===== config.mk =====
export PLATFORM = sky130hd
export DESIGN_NAME = acc_seq_ctrl
export DESIGN_NICKNAME = d
export VERILOG_FILES = /design/src/rtl/acc_seq_ctrl_pkg.sv /design/src/rtl/acc_dp.sv /design/src/rtl/acc_seq_ctrl.sv
export SDC_FILE = /design/constraint.sdc
export NUM_CORES = 1
export LEC_CHECK = 0
export BUFFER_PORTS_ARGS = -buffer_cell sky130_fd_sc_hd__buf_2
export CORE_MARGIN = 2
export CORE_UTILIZATION = 45
export CTS_CLUSTER_SIZE = 40
export DETAILED_ROUTE_END_ITERATION = 6
export MAX_ROUTING_LAYER = met4
export PLACE_DENSITY = 0.72
export SLEW_MARGIN = 10
export SYNTH_ARGS = -nofsm -noshare
export SYNTH_HDL_FRONTEND = slang
export SYNTH_SLANG_ARGS = --single-unit

===== constraint.sdc =====
create_clock -name clk -period 2.5 [get_ports clk]
set_input_delay 0.125 -clock clk [delete_from_list [all_inputs] [get_ports clk]]
set_output_delay 0.125 -clock clk [all_outputs]
set_load 0.005 [all_outputs]

===== src/rtl/acc_seq_ctrl_pkg.sv =====
// Shared definitions for the accumulator sequencer: state encoding and default widths.
package acc_seq_ctrl_pkg;

    localparam int unsigned DEF_WIDTH = 8;
    localparam int unsigned DEF_CNT_W = 4;

    typedef enum logic [1:0] {
        IDLE = 2'd0,
        LOAD = 2'd1,
        ACC  = 2'd2,
        DONE = 2'd3
    } state_t;

endpackage


===== src/rtl/acc_dp.sv =====
// Accumulator datapath: WIDTH-bit register that either loads D or adds D to itself.
module acc_dp
    import acc_seq_ctrl_pkg::*;
#(
    parameter int unsigned WIDTH = DEF_WIDTH
) (
    input  logic             clk,
    input  logic             rst,
    input  logic             clr,
    input  logic             en,
    input  logic             ldacc,
    input  logic [WIDTH-1:0] D,
    output logic [WIDTH-1:0] Q,
    output logic             carry
);

    logic [WIDTH:0] sum;

    assign sum   = {1'b0, Q} + {1'b0, D};
    assign carry = sum[WIDTH];

    // clr is the empty-run clear; it is the only way Q changes without en.
    always_ff @(posedge clk or posedge rst) begin
        if (rst) begin
            Q <= '0;
        end else if (clr) begin
            Q <= '0;
        end else if (en) begin
            Q <= ldacc ? D : sum[WIDTH-1:0];
        end
    end

endmodule


===== src/rtl/acc_seq_ctrl.sv =====
// Sequencer that streams n_ops operands into the accumulator and flags completion/overflow.
module acc_seq_ctrl
    import acc_seq_ctrl_pkg::*;
#(
    parameter int unsigned WIDTH = DEF_WIDTH,
    parameter int unsigned CNT_W = DEF_CNT_W
) (
    input  logic             clk,
    input  logic             rst,
    input  logic             start,
    input  logic [CNT_W-1:0] n_ops,
    input  logic [WIDTH-1:0] D,
    input  logic             op_valid,
    output logic             op_ready,
    output logic [WIDTH-1:0] Q,
    output logic             ldacc,
    output logic             en,
    output logic             busy,
    output logic             done,
    output logic             ovf
);

    state_t           state;
    logic [CNT_W-1:0] cnt;
    logic             hs;
    logic             last;
    logic             clr;
    logic             carry;

    assign hs    = op_valid & op_ready;
    assign en    = hs;
    assign ldacc = hs & (state == LOAD);
    assign last  = (cnt == CNT_W'(1));
    assign clr   = (state == IDLE) & start & (n_ops == '0);

    // Moore outputs are registered alongside the state so they track it exactly.
    always_ff @(posedge clk or posedge rst) begin
        if (rst) begin
            state    <= IDLE;
            cnt      <= '0;
            ovf      <= 1'b0;
            op_ready <= 1'b0;
            busy     <= 1'b0;
            done     <= 1'b0;
        end else begin
            case (state)
                IDLE: begin
                    if (start) begin
                        ovf  <= 1'b0;
                        busy <= 1'b1;
                        if (n_ops != '0) begin
                            cnt      <= n_ops;
                            state    <= LOAD;
                            op_ready <= 1'b1;
                        end else begin
                            state <= DONE;
                            done  <= 1'b1;
                        end
                    end
                end
                LOAD, ACC: begin
                    if (hs) begin
                        cnt <= cnt - CNT_W'(1);
                        if (state == ACC) begin
                            ovf <= ovf | carry;
                        end
                        if (last) begin
                            state    <= DONE;
                            op_ready <= 1'b0;
                            done     <= 1'b1;
                        end else begin
                            state <= ACC;
                        end
                    end
                end
                DONE: begin
                    state    <= IDLE;
                    op_ready <= 1'b0;
                    busy     <= 1'b0;
                    done     <= 1'b0;
                end
                default: begin
                    state <= IDLE;
                end
            endcase
        end
    end

    acc_dp #(
        .WIDTH (WIDTH)
    ) u_acc_dp (
        .clk   (clk),
        .rst   (rst),
        .clr   (clr),
        .en    (en),
        .ldacc (ldacc),
        .D     (D),
        .Q     (Q),
        .carry (carry)
    );

endmodule


==> results.md, run 1 <==
- Status: complete, but fails checks
- Failing checks: DRC
- Period minus WS final: 2.00 ns
- DRC errors left: 2
- Layout cells sized above 1: 0.237
- GRT Overall Usage: 0.200
- Synthesized area: 1360 um2
- Most frequent cell after synthesis: dfrtp_1
- DR WL/cell: 14.3 um
- CTS root buffer: clkbuf_4
- Synth top area share: 0.332
- Seq/Total Area, Yosys: 0.332
- HP Class: input pin to flip-flop
- Pwr Total: 0.494 mW
- Fillers: 261
- Inst Count DP: 204
- CTS tree: yes
- I/O Buffers: 29
- Internal reg-to-reg setup slack: 0.50 ns
- Synth Instances: 147
- Post_cts resized: 0
- Multi-input logic area: 835 um2
- Crit path launch type: flip-flop
- Starting DRT DRC Count: 29
- Gpl congestion: 0.772
- Average vias per placed instance: 5.67
- EDFF count, synth: 0
- Row cnt: 19
- Initial Util: 0.483
- Maximum vdd drop: 0.000204 V
- Leak Pwr: 0.773 nW
- Fmax: 0.499 GHz
- Clk Latency, worst-skew pair: 0.30 ns
- Setup Crit Path Kind: flip-flop to flip-flop
- Clock Skews: 0.00319 ns
- Post-synth top cells: dfrtp_1, ha_1, nor2_1
- Count of final setup violators: 0
- Routed Antenna Nets: 0
- RSZ-0062 raised after global routing: no
- 1st-pass router iterations: 6
- Final period utilization: 0.802
- Syn nets: 178
- First-pass GRT wire length: 5260 um
- Initial antenna violation count: 0
- GRT overflow: 0
- Setup_tns: 0 ns
- Final hold vios: 0
- Final Non-Filler Cells: 208
- Slew @ Worst Pin: 0.719 ns
- Register bit total from synthesis: 18
- Worst-path fanout max: 3
- Synth unique cells: 44
- Area growth syn-to-layout: 14.7%
- Slew Limit Headroom: 0.520
- Nets: 210
- Leading area contributor after synthesis: dfrtp_1
- Synth warnings: 0
- WP data required: 2.70 ns
- Clock buffer depth: 2
- Post-synth ARST share: 1.00
- N_diodes: 0
- Cts bufs inserted: 3
- Largest net degree at the start of global routing: 19
- H-tree depth: 1
- Worst Hold Launch: D[5]
- IO Count: 30
- Post-synth top flop: dfrtp_1
- Die H: 58.9 um
- Worst-path clk slew: 0.11 ns
- Vias in the first global route: 1,220
- Post-detail-place hpwl: 2240 um
- Max-cap violations: 0
- Placement Setup Slack: 0.548 ns
- Final WS setup: 0.496 ns
- Die ar.: 3470 um2
- Worst R2R Start: u_acc_dp.Q[0]
- Critical path launch point: u_acc_dp.Q[0]
- Largest cells by area after synthesis: dfrtp_1, ha_1, a211oi_1
- Power Dens Cells: 318 nW/um2
- Die W: 58.9 um
- Mean post-synth cell area: 9.22 um2
- Critical Path End Type: flip-flop
- Worst path arrival time: 2.21 ns
- Pins Over Slew Limit: 0
- Vias: 1,180
- Number of clock sinks: 18
- FF/Latch Area: 450 um2
- Core area: 2810 um2
- Routed WL: 2970 um
==> stage by stage <==
step           instance area (um2)   util  hold WS, ns
4_1_cts                       1550  0.554        0.119
5_1_grt                       1550  0.554        0.138
6_report                      1550  0.554        0.124
2_1_floorplan                 1360      -       0.0636
3_5_place_dp                  1520  0.542        0.277
3_3_place_gp                  1520  0.542        0.275
==> power breakdown <==
group,leakage (nW),switching [mW],internal (mW)
Sequential,0.236,0,0.291
Clock,0.0138,0.0940,0.0562
Combinational,0.523,0.0294,0.0238
Total,0.773,0.123,0.371
==> layer usage <==
metal  wire [um]  up-vias  global-route usage
li1            -      593                   -
met1        1390      553               0.244
met2        1430       29               0.343
met3         109        5              0.0242
met4          38        0              0.0649
met5           0        -                   -
==> final cells by class <==
type | count | area share
tap | 31 | 0.0250
inverter | 14 | 0.0338
clock buffer | 3 | 0.0145
sequential | 18 | 0.290
timing repair buffer | 30 | 0.0998
multi-input combinational | 112 | 0.537
==> logic make-up after synthesis <==
kind of cell / after synthesis / share of synthesized area
flip-flops: 18 / 0.332
XOR/XNOR: 3 / 0.0194
AO/OA/AOI/OAI: 47 / 0.247
multiplexers: 5 / 0.0406
adder cells (fa/ha/maj): 15 / 0.144
AND/OR/NAND/NOR: 42 / 0.165
buffers and inverters: 17 / 0.0517
==> state kept, by name (all words and copies together), names as in the netlist <==
signal and count:
op_ready 1, u_acc_dp.Q 8, done 1, ovf 1, state 2, cnt 4, busy 1
==> what timing repair did <==
item / in CTS / in global routing
buffers inserted: 0 / 0
hold buffers: 1 / 0
hold endpoints to repair: 18 / 0
==> worst max-delay path: stages, from the launching register on <==
cell and delay [ns]:
dfrtp_1 0.38, ha_1 0.20, inv_1 0.07, fa_1 0.37
and2b_1 0.25, o31a_1 0.16, o21a_1 0.16, o21ai_1 0.07
a221oi_1 0.25
==> placed cells by master, fill, tap and decap left out, types with 2 or more instances in the layout <==
cell / count
buf_2: 29
dfrtp_1: 18
nor2_1: 14
ha_1: 14
inv_1: 13
nand2_1: 9
a21oi_1: 7
a211oi_1: 7
o21ai_0: 5
a31oi_1: 5
mux2i_1: 4
o22a_1: 4
nor3_1: 4
o21ai_1: 3
clkbuf_4: 3
and3_1: 2
a21o_1: 2
xor2_1: 2
o22ai_1: 2
o31ai_1: 2
nor2b_1: 2
nand3_1: 2
o21a_1: 2
==> final timing paths <==
path	endpoint	depth (start not counted)
min in group asynchronous	cnt[1]	3
max reg2reg	ovf	8
max in group asynchronous	op_ready	3
min reg2reg	busy	2
min	u_acc_dp.Q[5]	3
max	ovf	8
Note: power is estimated with default switching activity, not from simulation.
==> run 2: changes to the inputs <==
Settings changed: PLACE_DENSITY 0.72 to 0.75.
Clock period 2.5 ns to 1.7 ns, I/O delays scaled along.
==> run 2 against run 1 <==
Effect of this change:
- the flow finishes with violations (DRC, setup timing)
- sequential cell count unchanged
- clock-buffer cell count increased by 1
- critical path type unchanged
- worst setup slack worse by 0.70 ns
- utilization increased by 5.6 points
- critical endpoint unchanged
- largest cell class unchanged
- sequential share of layout area down 2.7 points
- register-to-register slack got worse by 0.70 ns
- final cell count grew 7.2%
==> results.md, run 2 (synthesis results as in run 1) <==
- Status: complete, but fails checks (unchanged)
- Failing checks: DRC, setup timing (was DRC)
- HP Class: input pin to flip-flop (unchanged)
- Core area: 2810 um2 (unchanged)
- Critical Path End Type: flip-flop (unchanged)
- GRT Overall Usage: 0.209 (was 0.200)
- WHS: 0.0856 ns (was 0.124 ns)
- Max-cap violations: 0 (unchanged)
- Number of clock sinks: 18 (unchanged)
- Worst path arrival time: 2.12 ns (was 2.21 ns)
- DR WL/cell: 15.1 um (was 14.3 um)
- Max reg flops: 8 (unchanged)
- Pins Over Slew Limit: 0 (unchanged)
- Setup Crit Path Kind: flip-flop to flip-flop (unchanged)
- Vias: 1,294 (was 1,180)
- Starting DRT DRC Count: 80 (was 29)
- Most common cell after layout, fill and taps aside: buf_2 (unchanged)
- Area growth syn-to-layout: 26.2% (was 14.7%)
- RSZ-0062 raised after global routing: yes (was no)
- Clock buffer depth: 2 (unchanged)
- Initial antenna violation count: 0 (unchanged)
- Period minus WS final: 1.91 ns (was 2.00 ns)
- N_diodes: 0 (unchanged)
- Count of final setup violators: 6 (was 0)
- CTS root buffer: clkbuf_4 (unchanged)
- Most frequent cells in the layout: buf_2, dfrtp_1, nor2_1, buf_4 (was buf_2, dfrtp_1, nor2_1, ha_1, inv_1)
- Slew @ Worst Pin: 0.730 ns (was 0.719 ns)
- Final hold vios: 0 (unchanged)
- Final WS setup: -0.208 ns (was 0.496 ns)
- Leak Pwr: 0.850 nW (was 0.773 nW)
- WP data required: 1.91 ns (was 2.70 ns)
- First-pass GRT wire length: 5430 um (was 5260 um)
- IO Count: 30 (unchanged)
- Largest Register: u_acc_dp.Q (unchanged)
- Post-detail-place hpwl: 2540 um (was 2240 um)
- Pwr Total: 0.794 mW (was 0.494 mW)
- Regs by FF count: u_acc_dp.Q (8), cnt (4), state (2) (unchanged)
- Layout cells sized above 1: 0.339 (was 0.237)
- Fmax: 0.524 GHz (was 0.499 GHz)
- Power Dens Cells: 464 nW/um2 (was 318 nW/um2)
- Final period utilization: 1.12 (was 0.802)
- DRC errors left: 4 (was 2)
- FF/Latch Area: 450 um2 (unchanged)
- Nets: 224 (was 210)
- Row cnt: 19 (unchanged)
- GRT overflow: 0 (unchanged)
- CTS tree: yes (unchanged)
- Largest net degree at the start of global routing: 19 (unchanged)
- Die ar.: 3470 um2 (unchanged)
- Routed Antenna Nets: 0 (unchanged)
- Slew Limit Headroom: 0.513 (was 0.520)
- Fillers: 249 (was 261)
- Worst-path clk slew: 0.12 ns (was 0.11 ns)
- Average vias per placed instance: 5.80 (was 5.67)
- Crit path launch type: flip-flop (unchanged)
- Die W: 58.9 um (unchanged)
- Cts bufs inserted: 3 (unchanged)
- 1st-pass router iterations: 6 (unchanged)
- Fin util: 0.610 (was 0.554)
- Worst-path fanout max: 2 (was 3)
- Vias in the first global route: 1,314 (was 1,220)
- Clock Skews: 0.00176 ns (was 0.00319 ns)
- Gpl congestion: 0.843 (was 0.772)
- Setup_tns: -0.573 ns (was 0 ns)
- Multi-input logic area: 872 um2 (was 835 um2)
- Die H: 58.9 um (unchanged)
- Clk Latency, worst-skew pair: 0.30 ns (about the same)
- Routed WL: 3370 um (was 2970 um)
- Initial Util: 0.483 (unchanged)
- Maximum vdd drop: 0.000250 V (was 0.000204 V)
- H-tree depth: 1 (unchanged)
- I/O Buffers: 29 (unchanged)
-- run 2: cell count changes in the layout (fill, tap and decap cells not counted), moves of 2 or more --
cell	before	now
o21ai_0	5	3
ha_1	14	12
a211oi_2	0	2
a211oi_1	7	5
buf_4	0	14
-- run 2: metrics by stage --
stage	cell area [um2]	worst slack (ns)	cells
6_report	1710	-0.208	223
3_5_place_dp	1620	-0.178	216
4_1_cts	1690	-0.180	222
3_3_place_gp	1620	-0.0962	216
2_1_floorplan	1360	-0.0910	147
5_1_grt	1710	-0.312	223
-- run 2: cell type report --
class                      count  area share
timing repair buffer          44       0.152
multi-input combinational    112       0.510
clock buffer                   4      0.0212
inverter                      14      0.0307
tap                           31      0.0227
sequential                    18       0.263
-- run 2: final timing paths --
| path | endpoint | from | slack [ns] | depth (start not counted) |
|---|---|---|---|---|
| worst max register to register | ovf | u_acc_dp.Q[0] | -0.21 | 8 |
| worst max-delay path | ovf | u_acc_dp.Q[0] | -0.21 | 8 |
| min in group asynchronous | cnt[1] | rst | 0.44 | 3 |
| worst min register to register | busy | busy | 0.52 | 2 |
| worst min-delay path | u_acc_dp.Q[5] | D[5] | 0.09 | 3 |
| max in group asynchronous | done | rst | 0.81 | 3 |
-- run 2: metal layers --
layer | wire (um) | up-vias | track usage
met3 | 110 | 6 | 0.0220
met4 | 54 | 0 | 0.0844
li1 | - | 625 | -
met2 | 1720 | 29 | 0.351
met5 | 0 | - | -
met1 | 1480 | 634 | 0.255
-- run 2: repair_timing --
item	4_1_cts	5_1_grt
pin swaps	3	4
endpoints found under the hold margin	18	0
hold buffers	1	0
buffers inserted	1	1
setup endpoints to repair	4	11
resized for setup	5	3
-- run 2: worst max-delay path: stages (launching register included) --
cell and delay [ns]:
dfrtp_1 0.38, ha_2 0.19, inv_2 0.04, fa_2 0.34
and2b_1 0.22, o31a_1 0.16, o21a_1 0.15, o21ai_1 0.08
a221oi_2 0.25
-- run 2: power breakdown --
| group | switching (mW) | internal (mW) | total, mW |
|---|---|---|---|
| Clock | 0.149 | 0.130 | 0.279 |
| Sequential | 0 | 0.428 | 0.428 |
| Combinational | 0.0475 | 0.0395 | 0.0870 |
